File: src/rtl/instr_issue_sched_if.sv
// Issue-scheduler bus bundle: requester ports, issue port, writeback, flush and status.
// master = environment driving requests and writebacks, slave = the scheduler.
interface instr_issue_sched_if #(
  parameter int unsigned NUM_REQ   = 4,
  parameter int unsigned REG_WIDTH = 5,
  parameter int unsigned OP_WIDTH  = 7
);
  logic [NUM_REQ-1:0]           req_valid;
  logic [NUM_REQ-1:0]           req_ready;
  logic [NUM_REQ*REG_WIDTH-1:0] req_rs0;
  logic [NUM_REQ*REG_WIDTH-1:0] req_rs1;
  logic [NUM_REQ*REG_WIDTH-1:0] req_rd;
  logic [NUM_REQ*OP_WIDTH-1:0]  req_opcode;

  logic                         issue_valid;
  logic [REG_WIDTH-1:0]         issue_rs0;
  logic [REG_WIDTH-1:0]         issue_rs1;
  logic [REG_WIDTH-1:0]         issue_rd;
  logic [OP_WIDTH-1:0]          issue_opcode;

  logic                         wb_valid;
  logic [REG_WIDTH-1:0]         wb_rd;

  logic                         flush_req;
  logic                         flush_done;
  logic                         sb_busy;

  modport master (
    output req_valid, req_rs0, req_rs1, req_rd, req_opcode,
    output wb_valid, wb_rd, flush_req,
    input  req_ready, issue_valid, issue_rs0, issue_rs1, issue_rd, issue_opcode,
    input  flush_done, sb_busy
  );

  modport slave (
    input  req_valid, req_rs0, req_rs1, req_rd, req_opcode,
    input  wb_valid, wb_rd, flush_req,
    output req_ready, issue_valid, issue_rs0, issue_rs1, issue_rd, issue_opcode,
    output flush_done, sb_busy
  );
endinterface

File: src/rtl/instr_issue_sched.sv
// Round-robin instruction issue scheduler with RAW/WAW register scoreboard and flush/drain FSM.
// Optional ISSUE_SCHED_PERF_EN adds a saturating stall counter output perf_stall_cnt.
module instr_issue_sched #(
  parameter int unsigned NUM_REQ   = 4,
  parameter int unsigned REG_WIDTH = 5,
  parameter int unsigned OP_WIDTH  = 7
) (
  input  logic                clk,
  input  logic                reset,
  instr_issue_sched_if.slave  bus
`ifdef ISSUE_SCHED_PERF_EN
  ,
  output logic [31:0]         perf_stall_cnt
`endif
);

  localparam int unsigned PTR_W    = (NUM_REQ > 1) ? $clog2(NUM_REQ) : 1;
  localparam int unsigned NUM_REGS = 1 << REG_WIDTH;

  typedef enum logic [1:0] {
    ST_RUN   = 2'd0,
    ST_DRAIN = 2'd1,
    ST_DONE  = 2'd2
  } state_e;

  state_e               state_q, state_d;
  logic [NUM_REGS-1:0]  sb_q, sb_d;
  logic [NUM_REGS-1:0]  wb_mask, busy_view;
  logic [PTR_W-1:0]     rr_ptr_q, rr_ptr_d;
  logic [NUM_REQ-1:0]   eligible;
  logic [PTR_W:0]       pick;
  logic                 grant_found;
  logic [PTR_W-1:0]     grant_idx;
  logic                 flush_done_d;

  logic                 issue_valid_q;
  logic [REG_WIDTH-1:0] issue_rs0_q, issue_rs1_q, issue_rd_q;
  logic [OP_WIDTH-1:0]  issue_opcode_q;
  logic                 flush_done_q;

  logic [REG_WIDTH-1:0] rs0_a [NUM_REQ];
  logic [REG_WIDTH-1:0] rs1_a [NUM_REQ];
  logic [REG_WIDTH-1:0] rd_a  [NUM_REQ];
  logic [OP_WIDTH-1:0]  op_a  [NUM_REQ];

  // Unpack the flat requester buses into per-requester fields
  for (genvar g = 0; g < NUM_REQ; g++) begin : g_unpack
    assign rs0_a[g] = bus.req_rs0[g*REG_WIDTH +: REG_WIDTH];
    assign rs1_a[g] = bus.req_rs1[g*REG_WIDTH +: REG_WIDTH];
    assign rd_a[g]  = bus.req_rd[g*REG_WIDTH +: REG_WIDTH];
    assign op_a[g]  = bus.req_opcode[g*OP_WIDTH +: OP_WIDTH];
  end

  // First eligible requester at or after ptr, wrapping; returns {found, index}
  function automatic logic [PTR_W:0] rr_pick(input logic [NUM_REQ-1:0] elig,
                                              input logic [PTR_W-1:0]   ptr);
    logic [PTR_W:0] res;
    int unsigned    idx;
    res = '0;
    for (int unsigned k = 0; k < NUM_REQ; k++) begin
      idx = 32'(ptr) + k;
      if (idx >= NUM_REQ) idx = idx - NUM_REQ;
      if (!res[PTR_W] && elig[PTR_W'(idx)]) res = {1'b1, PTR_W'(idx)};
    end
    return res;
  endfunction

  // Writeback retiring this cycle is bypassed into the hazard check; r0 is never busy
  always_comb begin
    wb_mask = '0;
    if (bus.wb_valid) wb_mask[bus.wb_rd] = 1'b1;
    busy_view    = sb_q & ~wb_mask;
    busy_view[0] = 1'b0;
  end

  always_comb begin
    eligible = '0;
    for (int unsigned i = 0; i < NUM_REQ; i++) begin
      eligible[i] = bus.req_valid[i] && (state_q == ST_RUN) &&
                    !busy_view[rs0_a[i]] && !busy_view[rs1_a[i]] && !busy_view[rd_a[i]];
    end
  end

  assign pick        = rr_pick(eligible, rr_ptr_q);
  assign grant_found = pick[PTR_W];
  assign grant_idx   = pick[PTR_W-1:0];

  assign bus.req_ready = grant_found ? (NUM_REQ'(1) << grant_idx) : '0;

  always_comb begin
    rr_ptr_d = rr_ptr_q;
    if (grant_found) begin
      rr_ptr_d = (grant_idx == PTR_W'(NUM_REQ - 1)) ? '0 : grant_idx + PTR_W'(1);
    end
  end

  // Clear on writeback first, then set for the granted destination so set wins
  always_comb begin
    sb_d = sb_q;
    if (bus.wb_valid) sb_d[bus.wb_rd] = 1'b0;
    if (grant_found)  sb_d[rd_a[grant_idx]] = 1'b1;
    sb_d[0] = 1'b0;
  end

  // Flush/drain next-state logic
  always_comb begin
    state_d      = state_q;
    flush_done_d = 1'b0;
    case (state_q)
      ST_RUN:   if (bus.flush_req) state_d = ST_DRAIN;
      ST_DRAIN: if (sb_d == '0)    state_d = ST_DONE;
      ST_DONE:  state_d = bus.flush_req ? ST_DRAIN : ST_RUN;
      default:  state_d = ST_RUN;
    endcase
    flush_done_d = (state_d == ST_DONE);
  end

  always_ff @(posedge clk) begin
    if (reset) state_q <= ST_RUN;
    else       state_q <= state_d;
  end

  always_ff @(posedge clk) begin
    if (reset) begin
      sb_q           <= '0;
      rr_ptr_q       <= '0;
      issue_valid_q  <= 1'b0;
      issue_rs0_q    <= '0;
      issue_rs1_q    <= '0;
      issue_rd_q     <= '0;
      issue_opcode_q <= '0;
      flush_done_q   <= 1'b0;
    end else begin
      sb_q          <= sb_d;
      rr_ptr_q      <= rr_ptr_d;
      issue_valid_q <= grant_found;
      flush_done_q  <= flush_done_d;
      if (grant_found) begin
        issue_rs0_q    <= rs0_a[grant_idx];
        issue_rs1_q    <= rs1_a[grant_idx];
        issue_rd_q     <= rd_a[grant_idx];
        issue_opcode_q <= op_a[grant_idx];
      end
    end
  end

  assign bus.issue_valid  = issue_valid_q;
  assign bus.issue_rs0    = issue_rs0_q;
  assign bus.issue_rs1    = issue_rs1_q;
  assign bus.issue_rd     = issue_rd_q;
  assign bus.issue_opcode = issue_opcode_q;
  assign bus.flush_done   = flush_done_q;
  assign bus.sb_busy      = |sb_q;

`ifdef ISSUE_SCHED_PERF_EN
  logic [31:0] stall_cnt_q;

  // Cycles with pending work in RUN that could not issue; saturates
  always_ff @(posedge clk) begin
    if (reset) begin
      stall_cnt_q <= '0;
    end else if ((|bus.req_valid) && (state_q == ST_RUN) && !grant_found &&
                 (stall_cnt_q != 32'hFFFF_FFFF)) begin
      stall_cnt_q <= stall_cnt_q + 32'd1;
    end
  end

  assign perf_stall_cnt = stall_cnt_q;
`endif

endmodule
File: src/flat_wrapper.sv
// flat-port wrapper written by rule: the top's interface ports become plain ports
module instr_issue_sched_flat 
#(
  parameter int unsigned NUM_REQ   = 4,
  parameter int unsigned REG_WIDTH = 5,
  parameter int unsigned OP_WIDTH  = 7
)
  (clk, reset, bus_req_valid, bus_req_rs0, bus_req_rs1, bus_req_rd, bus_req_opcode, bus_wb_valid, bus_wb_rd, bus_flush_req, bus_req_ready, bus_issue_valid, bus_issue_rs0, bus_issue_rs1, bus_issue_rd, bus_issue_opcode, bus_flush_done, bus_sb_busy);
  instr_issue_sched_if #(.NUM_REQ(NUM_REQ), .REG_WIDTH(REG_WIDTH), .OP_WIDTH(OP_WIDTH)) bus_i ();
  input  logic clk;
  input  logic reset;
  input wire logic [$bits(bus_i.req_valid)-1:0] bus_req_valid;
  input wire logic [$bits(bus_i.req_rs0)-1:0] bus_req_rs0;
  input wire logic [$bits(bus_i.req_rs1)-1:0] bus_req_rs1;
  input wire logic [$bits(bus_i.req_rd)-1:0] bus_req_rd;
  input wire logic [$bits(bus_i.req_opcode)-1:0] bus_req_opcode;
  input wire logic [$bits(bus_i.wb_valid)-1:0] bus_wb_valid;
  input wire logic [$bits(bus_i.wb_rd)-1:0] bus_wb_rd;
  input wire logic [$bits(bus_i.flush_req)-1:0] bus_flush_req;
  output wire logic [$bits(bus_i.req_ready)-1:0] bus_req_ready;
  output wire logic [$bits(bus_i.issue_valid)-1:0] bus_issue_valid;
  output wire logic [$bits(bus_i.issue_rs0)-1:0] bus_issue_rs0;
  output wire logic [$bits(bus_i.issue_rs1)-1:0] bus_issue_rs1;
  output wire logic [$bits(bus_i.issue_rd)-1:0] bus_issue_rd;
  output wire logic [$bits(bus_i.issue_opcode)-1:0] bus_issue_opcode;
  output wire logic [$bits(bus_i.flush_done)-1:0] bus_flush_done;
  output wire logic [$bits(bus_i.sb_busy)-1:0] bus_sb_busy;
  assign bus_i.req_valid = bus_req_valid;
  assign bus_i.req_rs0 = bus_req_rs0;
  assign bus_i.req_rs1 = bus_req_rs1;
  assign bus_i.req_rd = bus_req_rd;
  assign bus_i.req_opcode = bus_req_opcode;
  assign bus_i.wb_valid = bus_wb_valid;
  assign bus_i.wb_rd = bus_wb_rd;
  assign bus_i.flush_req = bus_flush_req;
  assign bus_req_ready = bus_i.req_ready;
  assign bus_issue_valid = bus_i.issue_valid;
  assign bus_issue_rs0 = bus_i.issue_rs0;
  assign bus_issue_rs1 = bus_i.issue_rs1;
  assign bus_issue_rd = bus_i.issue_rd;
  assign bus_issue_opcode = bus_i.issue_opcode;
  assign bus_flush_done = bus_i.flush_done;
  assign bus_sb_busy = bus_i.sb_busy;
  instr_issue_sched #(.NUM_REQ(NUM_REQ), .REG_WIDTH(REG_WIDTH), .OP_WIDTH(OP_WIDTH)) u_core (.clk(clk), .reset(reset), .bus(bus_i));
endmodule
File: config.mk
export PLATFORM = sky130hd
export DESIGN_NAME = instr_issue_sched_flat
export DESIGN_NICKNAME = d
export VERILOG_FILES = /design/src/rtl/instr_issue_sched_if.sv /design/src/rtl/instr_issue_sched.sv /design/src/flat_wrapper.sv
export SDC_FILE = /design/constraint.sdc
export NUM_CORES = 1
export LEC_CHECK = 0
export ABC_AREA = 1
export BUFFER_PORTS_ARGS = -buffer_cell sky130_fd_sc_hd__buf_4
export CAP_MARGIN = 20
export CORE_UTILIZATION = 30
export CTS_BUF_LIST = sky130_fd_sc_hd__clkbuf_2 sky130_fd_sc_hd__clkbuf_4 sky130_fd_sc_hd__clkbuf_8
export DETAILED_ROUTE_END_ITERATION = 8
export GPL_ROUTABILITY_DRIVEN = 0
export PLACE_DENSITY = 0.47
export REMOVE_ABC_BUFFERS = 1
export SKIP_LAST_GASP = 1
export SLEW_MARGIN = 25
export SYNTH_ARGS = -nofsm -noshare
export SYNTH_HDL_FRONTEND = slang
export SYNTH_SLANG_ARGS = --single-unit
File: constraint.sdc
create_clock -name clk -period 8.8 [get_ports clk]
set_input_delay 2.64 -clock clk [delete_from_list [all_inputs] [get_ports clk]]
set_output_delay 2.64 -clock clk [all_outputs]
set_load 0.03 [all_outputs]
==> metrics.md, run 1 <==
| Metric | Value |
|---|---|
| # fillers | 3,040 |
| Initial Util | 0.308 |
| FP Rows | 59 |
| Antenna Cells | 0 |
| Failing checks | design-rule violations |
| Total gr overflow | 0 |
| Crit. End Element | output pin |
| Worst reg-to-reg setup slack | a little under 4000 ps |
| CP arrival | 5880 ps |
| Most common cell after layout, fill and taps aside | nand2_1 |
| Via count | around 12,000 |
| Clock skew | 18.8 ps |
| CTS sink cnt | 59 |
| Core box area | ~26,000 µm² |
| Syn Area/Cell | 4.84 µm² |
| Sequential fraction of the synthesis area | 0.146 |
| Mapped Area | between 8000 and 9000 µm² |
| Via density | 5.41 |
| DRT met1 WL | around 18,000 µm |
| Share of cells above drive strength 1 | 0.145 |
| Worst-margin pin slew | 963 ps |
| Count of cell types in the netlist | 32 |
| CP required | 6160 ps |
| Number of remaining DRC errors | 6 |
| Placed standard-cell area | 9600 µm² |
| Max-Cap Viols | 0 |
| Die X | roughly 170 µm |
| Top layer reached by signal wires | met4 |
| Top cell type's share of synthesized area | 0.276 |
| Die ar. | about 28,000 µm² |
| Final period util | 0.969 |
| Routed wire length per instance | 20.4 µm |
| Pin count of the biggest net entering global routing | 60 |
| CP Launch Type | input pin |
| Slew Limit Fails | 0 |
| CTS tree | built |
| Overall power | 0.00389 W |
| PortBufs | 129 |
| Total number of H-tree levels | 3 |
| Root buf cell | clkbuf_8 |
| Max-slew headroom | 0.357 |
| PD cells | 394 nW/µm² |
| Critical setup path kind | in -> out |
| Metal2 WL | between 15,000 and 20,000 µm |
| Final wirelength | between 40,000 and 50,000 µm |
| Met3 WL | 4150 µm |
| Dpl hpwl | 31,400 µm |
| Synth Instances | 1,670 |
| I/O pin count | 130 |
| Max Freq | 117 MHz |
| CTS buffer count | 9 |
| Clk_lat worst skew | slightly below 400 ps |
| Largest cells by area after synthesis | nand2_1, nand3_1, nor2_1, dfxtp_1, inv_1 |
| Number of global-route vias before repair | 10,500 |
| First-pass GRT wire length | about 65,000 µm |
| #FFs+latches synth | 59 |
| RSZ-0062 raised after global routing | true |
| Max incr delay on CP | 250 ps |
| DR iter-0 viols | 1,549 |
| Yosys warns | 0 |
| CP Max Fanout | 8 |
| Design Area, Final | 9880 µm² |
| Worst VDD drop | 443 µV |
| Overall routing resource usage | 0.311 |
| Final setup viols | 0 |
| Hold Fails Final Rpt | 0 |
| Final nets | roughly 1,900 |
| TritonRoute pass-1 iters | 8 |
| Clock transition at the registers of the reported paths | around 80 ps |
| Fin crit period | approximately 8500 ps |
| Initial antenna violation count | 0 |
| Height of the chip | 166 µm |
| Outcome | finished, violations left |
| Hold Crit Class | reg -> reg |
| CTS Buffer Depth | 2 |
| P&R area growth vs syn | 22.4% |
| Pleak | 5.69 nW |
| Area leader, netlist | nand2_1 |
| Cell mode on critical path | nand2_1 |
| Slowest CP cell | nand2_1 |
| Most frequent cells in the layout | nand2_1, nor2_1, nand3_1 |
| Post-route ant nets | 0 |
==> worst paths after layout <==
kind | to | depth (start not counted) | startpoint
worst min register to register | u_core.bus.issue_rd[0] | 2 | u_core.bus.issue_rd[0]
worst min-delay path | u_core.bus.issue_rd[0] | 2 | u_core.bus.issue_rd[0]
worst max register to register | u_core.state_q[0] | 27 | u_core.sb_q[28]
worst max-delay path | bus_req_ready[2] | 25 | bus_wb_valid
==> routing by layer <==
layer	vias up	GRT usage
li1	5515	-
met1	5206	0.408
met2	654	0.480
met3	152	0.0517
met4	0	0.179
met5	-	0
==> synthesized netlist by cell type <==
cell and count:
inv_1 162, clkinv_1 11, nand2_2 4, nor3_1 1, a211oi_1 1, inv_2 6, or2_2 2, buf_1 5
o22ai_1 5, a311o_1 12, ha_1 4, clkbuf_2 1, dfxtp_1 59, nand3_1 281, a21oi_1 14, o21ai_1 6
buf_4 2, o21a_1 4, o21bai_1 5, clkbuf_1 44, nand3_2 9, nor4_1 7, nand4_1 16, xnor2_1 1
o211ai_1 8, nor2_2 2, o21ai_0 40, o21ai_2 6, nand2_1 593, nor3b_2 2, nor2_1 329, buf_2 28
==> power by group <==
group / internal, W / switching (W) / total (W)
Clock: 0.000110 / 0.000155 / 0.000265
Sequential: 0.000376 / 0.000147 / 0.000523
Combinational: 0.000991 / 0.00212 / 0.00311
Total: 0.00148 / 0.00242 / 0.00389
==> cell families (layout without fill, tap and decap cells) <==
logic type,after synthesis,count (layout),share of synthesized area
and+or+nand+nor,1246,1246,0.642
DFF,59,59,0.146
buffers and inverters,259,383,0.126
AOI/OAI and AO/OA,101,101,0.0792
adders and majority gates,4,4,0.00620
xor gates and xnor gates,1,1,0.00108
==> metrics by stage <==
stage          hold slack (ps)  std cells  setup TNS [ps]  setup slack [ps]   util
3_3_place_gp               469       2113               0              63.3  0.366
5_1_grt                    519       2129           -3.90             -3.90  0.377
4_1_cts                    494       2129               0              49.1  0.373
2_1_floorplan              480       1590           -3880             -1140      -
3_5_place_dp               476       2113               0              57.5  0.366
6_report                   489       2129               0               276  0.377
==> worst max-delay path, delay by kind of cell <==
family	cells	cell delay [ps]
adders and majority gates	1	170
and+or+nand+nor	19	2360
buffers and inverters	5	700
==> sequential cells by signal, summed over array words and instances, names as in the netlist <==
name,flops
u_core.bus.flush_done,1
u_core.bus.issue_opcode,7
u_core.bus.issue_rd,5
u_core.bus.issue_rs0,5
u_core.bus.issue_rs1,5
u_core.bus.issue_valid,1
u_core.rr_ptr_q,2
u_core.sb_q,31
u_core.state_q,2
==> cell type report <==
| type | instances | area [µm²] | share of cell area |
|---|---|---|---|
| multi-input cells | 1352 | 5980 | 0.605 |
| clock buffers | 11 | 139 | 0.0141 |
| well taps | 335 | 419 | 0.0424 |
| inverters | 179 | 672 | 0.0680 |
| clock inverters | 5 | 38.8 | 0.00393 |
| repair buffers | 188 | 1450 | 0.147 |
| flip-flops and latches | 59 | 1180 | 0.120 |
==> timing repair <==
action / 4_1_cts / 5_1_grt
setup buffers: 0 / 0
resized for setup: 0 / 32
hold buffers: 0 / 0
setup endpoints to repair: 0 / 4
No activity file was read; power rests on OpenSTA's default activity.
==> inputs of run 2 (changes only) <==
--- a/config.mk
+++ b/config.mk
@@ -5,7 +5,6 @@
 export SDC_FILE = /design/constraint.sdc
 export NUM_CORES = 1
 export LEC_CHECK = 0
-export ABC_AREA = 1
 export BUFFER_PORTS_ARGS = -buffer_cell sky130_fd_sc_hd__buf_4
 export CAP_MARGIN = 20
 export CORE_UTILIZATION = 30
==> metrics.md, run 2 <==
| Metric | Value |
|---|---|
| Setup TNS | 0 ps (unchanged) |
| Max Freq | 115 MHz (-2.3%) |
| Crit. End Element | output pin |
| Post-route ant nets | 0 (unchanged) |
| M3 GR Usage | 0.0727 (+0.0210) |
| Yosys warns | 0 (unchanged) |
| # fillers | 2,517 (-17%) |
| Final period util | 0.992 (+0.0229) |
| Dpl hpwl | 30,300 µm (-3.6%) |
| Area leader, netlist | dfxtp_1 |
| Via density | 6.30 (+16%) |
| Count of cell types in the netlist | 77 (+140%) |
| I/O pin count | 130 (unchanged) |
| Most common cell in the netlist | nand2_1 |
| Area of the multi-input gates | 5740 µm² (-4.0%) |
| Placed standard-cell area | 9360 µm² (-2.5%) |
| FP Rows | 56 (-5.1%) |
| TritonRoute pass-1 iters | 6 (-2) |
| Final setup margin | 74.7 ps (-201 ps) |
| First-pass GRT wire length | 57,800 µm (-11%) |
| Worst-path cell chain | buf_4, or2_2, buf_4, o21ai_2, buf_12, mux2i_1, a22o_1, nor4_1, nand4_1, or4_4, nor3b_4, nor4_4, clkinv_2, ha_2, and2_1, buf_6 |
| Max incr delay on CP | 580 ps (+330 ps) |
| Overall routing resource usage | 0.321 (+0.0106) |
| CTS sink cnt | 59 (unchanged) |
| Slowest CP cell | or4_4 |
| Max reg flops | 31 (unchanged) |
| Pleak | 3.81 nW (-33%) |
| Most frequent cells in the layout | buf_4, nand2_1, nor2_1 |
| CP Max Fanout | 14 (+6) |
| Slew Limit Fails | 0 (unchanged) |
| Worst hold margin | 457 ps (-32.5 ps) |
| Initial antenna violation count | 2 (+2) |
| Met1 Use GR | 0.437 (+0.0293) |
| Total number of H-tree levels | 3 (unchanged) |
| Final setup viols | 0 (unchanged) |
| CP arrival | 6090 ps (+210 ps) |
| Mapped Area | 7250 µm² (-10%) |
| CP Launch Type | input pin |
| PortBufs | 129 (unchanged) |
| Synth async-reset ratio | 0 (unchanged) |
| CP top delay family | simple AND/OR/NAND/NOR gates |
| Critical setup path kind | in -> out |
| CTS Buffer Depth | 2 (unchanged) |
| Design Area, Final | 9800 µm² (-0.79%) |
| CTS tree | built |
| DR iter-0 viols | 1,184 (-24%) |
| Final nets | 1,317 (-30%) |
| Cell mode on critical path | buf_4 |
| Post-synth EDFFs | 0 (unchanged) |
| Top cell type's share of synthesized area | 0.163 (-0.113) |
| RSZ-0062 raised after global routing | true |
| Routed wire length per instance | 25.8 µm (+27%) |
| Hold Fails Final Rpt | 0 (unchanged) |
| Via count | 9,686 (-16%) |
| # hold bufs at CTS | 0 (unchanged) |
| Fin crit period | 8730 ps (+201 ps) |
| Outcome | complete, no violations |
| CTS buffer count | 9 (unchanged) |
| Syn Area/Cell | 7.16 µm² (+48%) |
| Largest Register | u_core.sb_q |
| CP required | 6160 ps (about the same) |
| Largest cells by area after synthesis | dfxtp_1, mux2i_1, nand2_1, mux4_2, nor2_1 |
| Max-slew headroom | 0.486 (+0.129) |
| Hold Crit Class | reg -> reg |
| Die ar. | 24,800 µm² (-10%) |
| PD cells | 202 nW/µm² (-49%) |
| Pin count of the biggest net entering global routing | 59 (-1.7%) |
| Die X | 157 µm (-5.2%) |
| Initial Util | 0.307 (-0.00128) |
| Worst VDD drop | 207 µV (-53%) |
| Max-Cap Viols | 0 (unchanged) |
| Share of cells above drive strength 1 | 0.307 (+0.162) |
| Clock transition at the registers of the reported paths | 70 ps (about the same) |
| Worst Path Buf+Inv | 5 (unchanged) |
| Most common cell after layout, fill and taps aside | buf_4 |
| Placement Setup Slack | -280 ps (-337 ps) |
| Clk_lat worst skew | 360 ps (-30 ps) |
| M2 GR Usage | 0.459 (-0.0208) |
| Clock skew | 12.3 ps (-6.44 ps) |
| Number of global-route vias before repair | 8,745 (-17%) |
| Synth Instances | 1,012 (-39%) |
| Sequential fraction of the synthesis area | 0.163 (+0.0167) |
| Core box area | 23,600 µm² (-9.9%) |
| Storage element area | 1180 µm² (unchanged) |
| Final wirelength | 39,700 µm (-8.6%) |
| Busiest grt layer | met2 |
| Worst-margin pin slew | 749 ps (-214 ps) |
| Top FF cell, synth | dfxtp_1 |
| Commonest cells in the netlist | nand2_1, nor2_1, a21oi_1 |
| Number of remaining DRC errors | 0 (-6) |
| Layout Utilization | 0.415 (+0.0381) |
| #FFs+latches synth | 59 (unchanged) |
| Total gr overflow | 0 (unchanged) |
| Height of the chip | 157 µm (-5.2%) |
| Root buf cell | clkbuf_8 |
| P&R area growth vs syn | 35.3% |
run 2: cell types whose count changed in the layout (fill, tap and decap cells not counted), sizes merged, moves of 17 or more:
cell	change
o211ai	+35
o21a	+17
a21oi	+61
mux2	+19
inv	-140
nor2	-229
nor3	+35
mux2i	+53
nand2	-479
nand3	-265
buf	+87
mux4	+19
run 2: report_power, final:
group | switching [W] | leakage, nW | internal, W | total, W
Clock | 0.000130 | 0.101 | 0.000135 | 0.000265
Sequential | 0.0000501 | 0.481 | 0.000330 | 0.000381
Combinational | 0.000810 | 3.23 | 0.000528 | 0.00134
Total | 0.000990 | 3.81 | 0.000993 | 0.00198
run 2: path summary, 6_finish.rpt:
| check | to | slack, ps | cells after the start | from |
|---|---|---|---|---|
| worst max-delay path | bus_req_ready[0] | 70 | 16 | bus_wb_rd[4] |
| worst min-delay path | u_core.bus.issue_opcode[4] | 460 | 2 | u_core.bus.issue_opcode[4] |
| worst max register to register | u_core.bus.flush_done | 3620 | 17 | u_core.sb_q[23] |
| worst min register to register | u_core.bus.issue_opcode[4] | 460 | 2 | u_core.bus.issue_opcode[4] |
run 2: repair_timing:
item	4_1_cts	5_1_grt
setup buffers	3	5
gates resized for setup	4	41
pin swaps	2	5
setup endpoints to repair	4	4
run 2: tightest hold or removal path, cell delays in order, from the launching register on:
cell and delay [ps]:
dfxtp_1 310, nand2_1 50, a21oi_1 50
run 2: area by class of cell:
type / count / area share
flip-flops and latches: 59 / 0.120
clock inverters: 7 / 0.00830
multi-input cells: 836 / 0.586
well taps: 319 / 0.0407
clock buffers: 9 / 0.0126
repair buffers: 275 / 0.220
diodes: 1 / 0.000255
inverters: 31 / 0.0120
run 2: through the flow:
step | total power, W | std cells
detailed placement | 0.00165 | 1513
global placement | 0.00166 | 1513
floorplan | 0.00108 | 926
finish | 0.00198 | 1537
CTS | 0.00194 | 1532
global route | 0.00209 | 1536
run 2: kinds of logic after synthesis:
logic type,count (synthesis),share of synthesized area
simple gates,410,0.287
compound gates,330,0.313
buf+inv,117,0.0663
mux,91,0.162
flops,59,0.163
fa+ha+maj,5,0.00829
run 2: layer usage:
metal / share of wire / vias up
li1: - / 4307
met1: 0.41 / 4581
met2: 0.41 / 663
met3: 0.12 / 135
met4: 0.061 / 0
met5: 0 / -
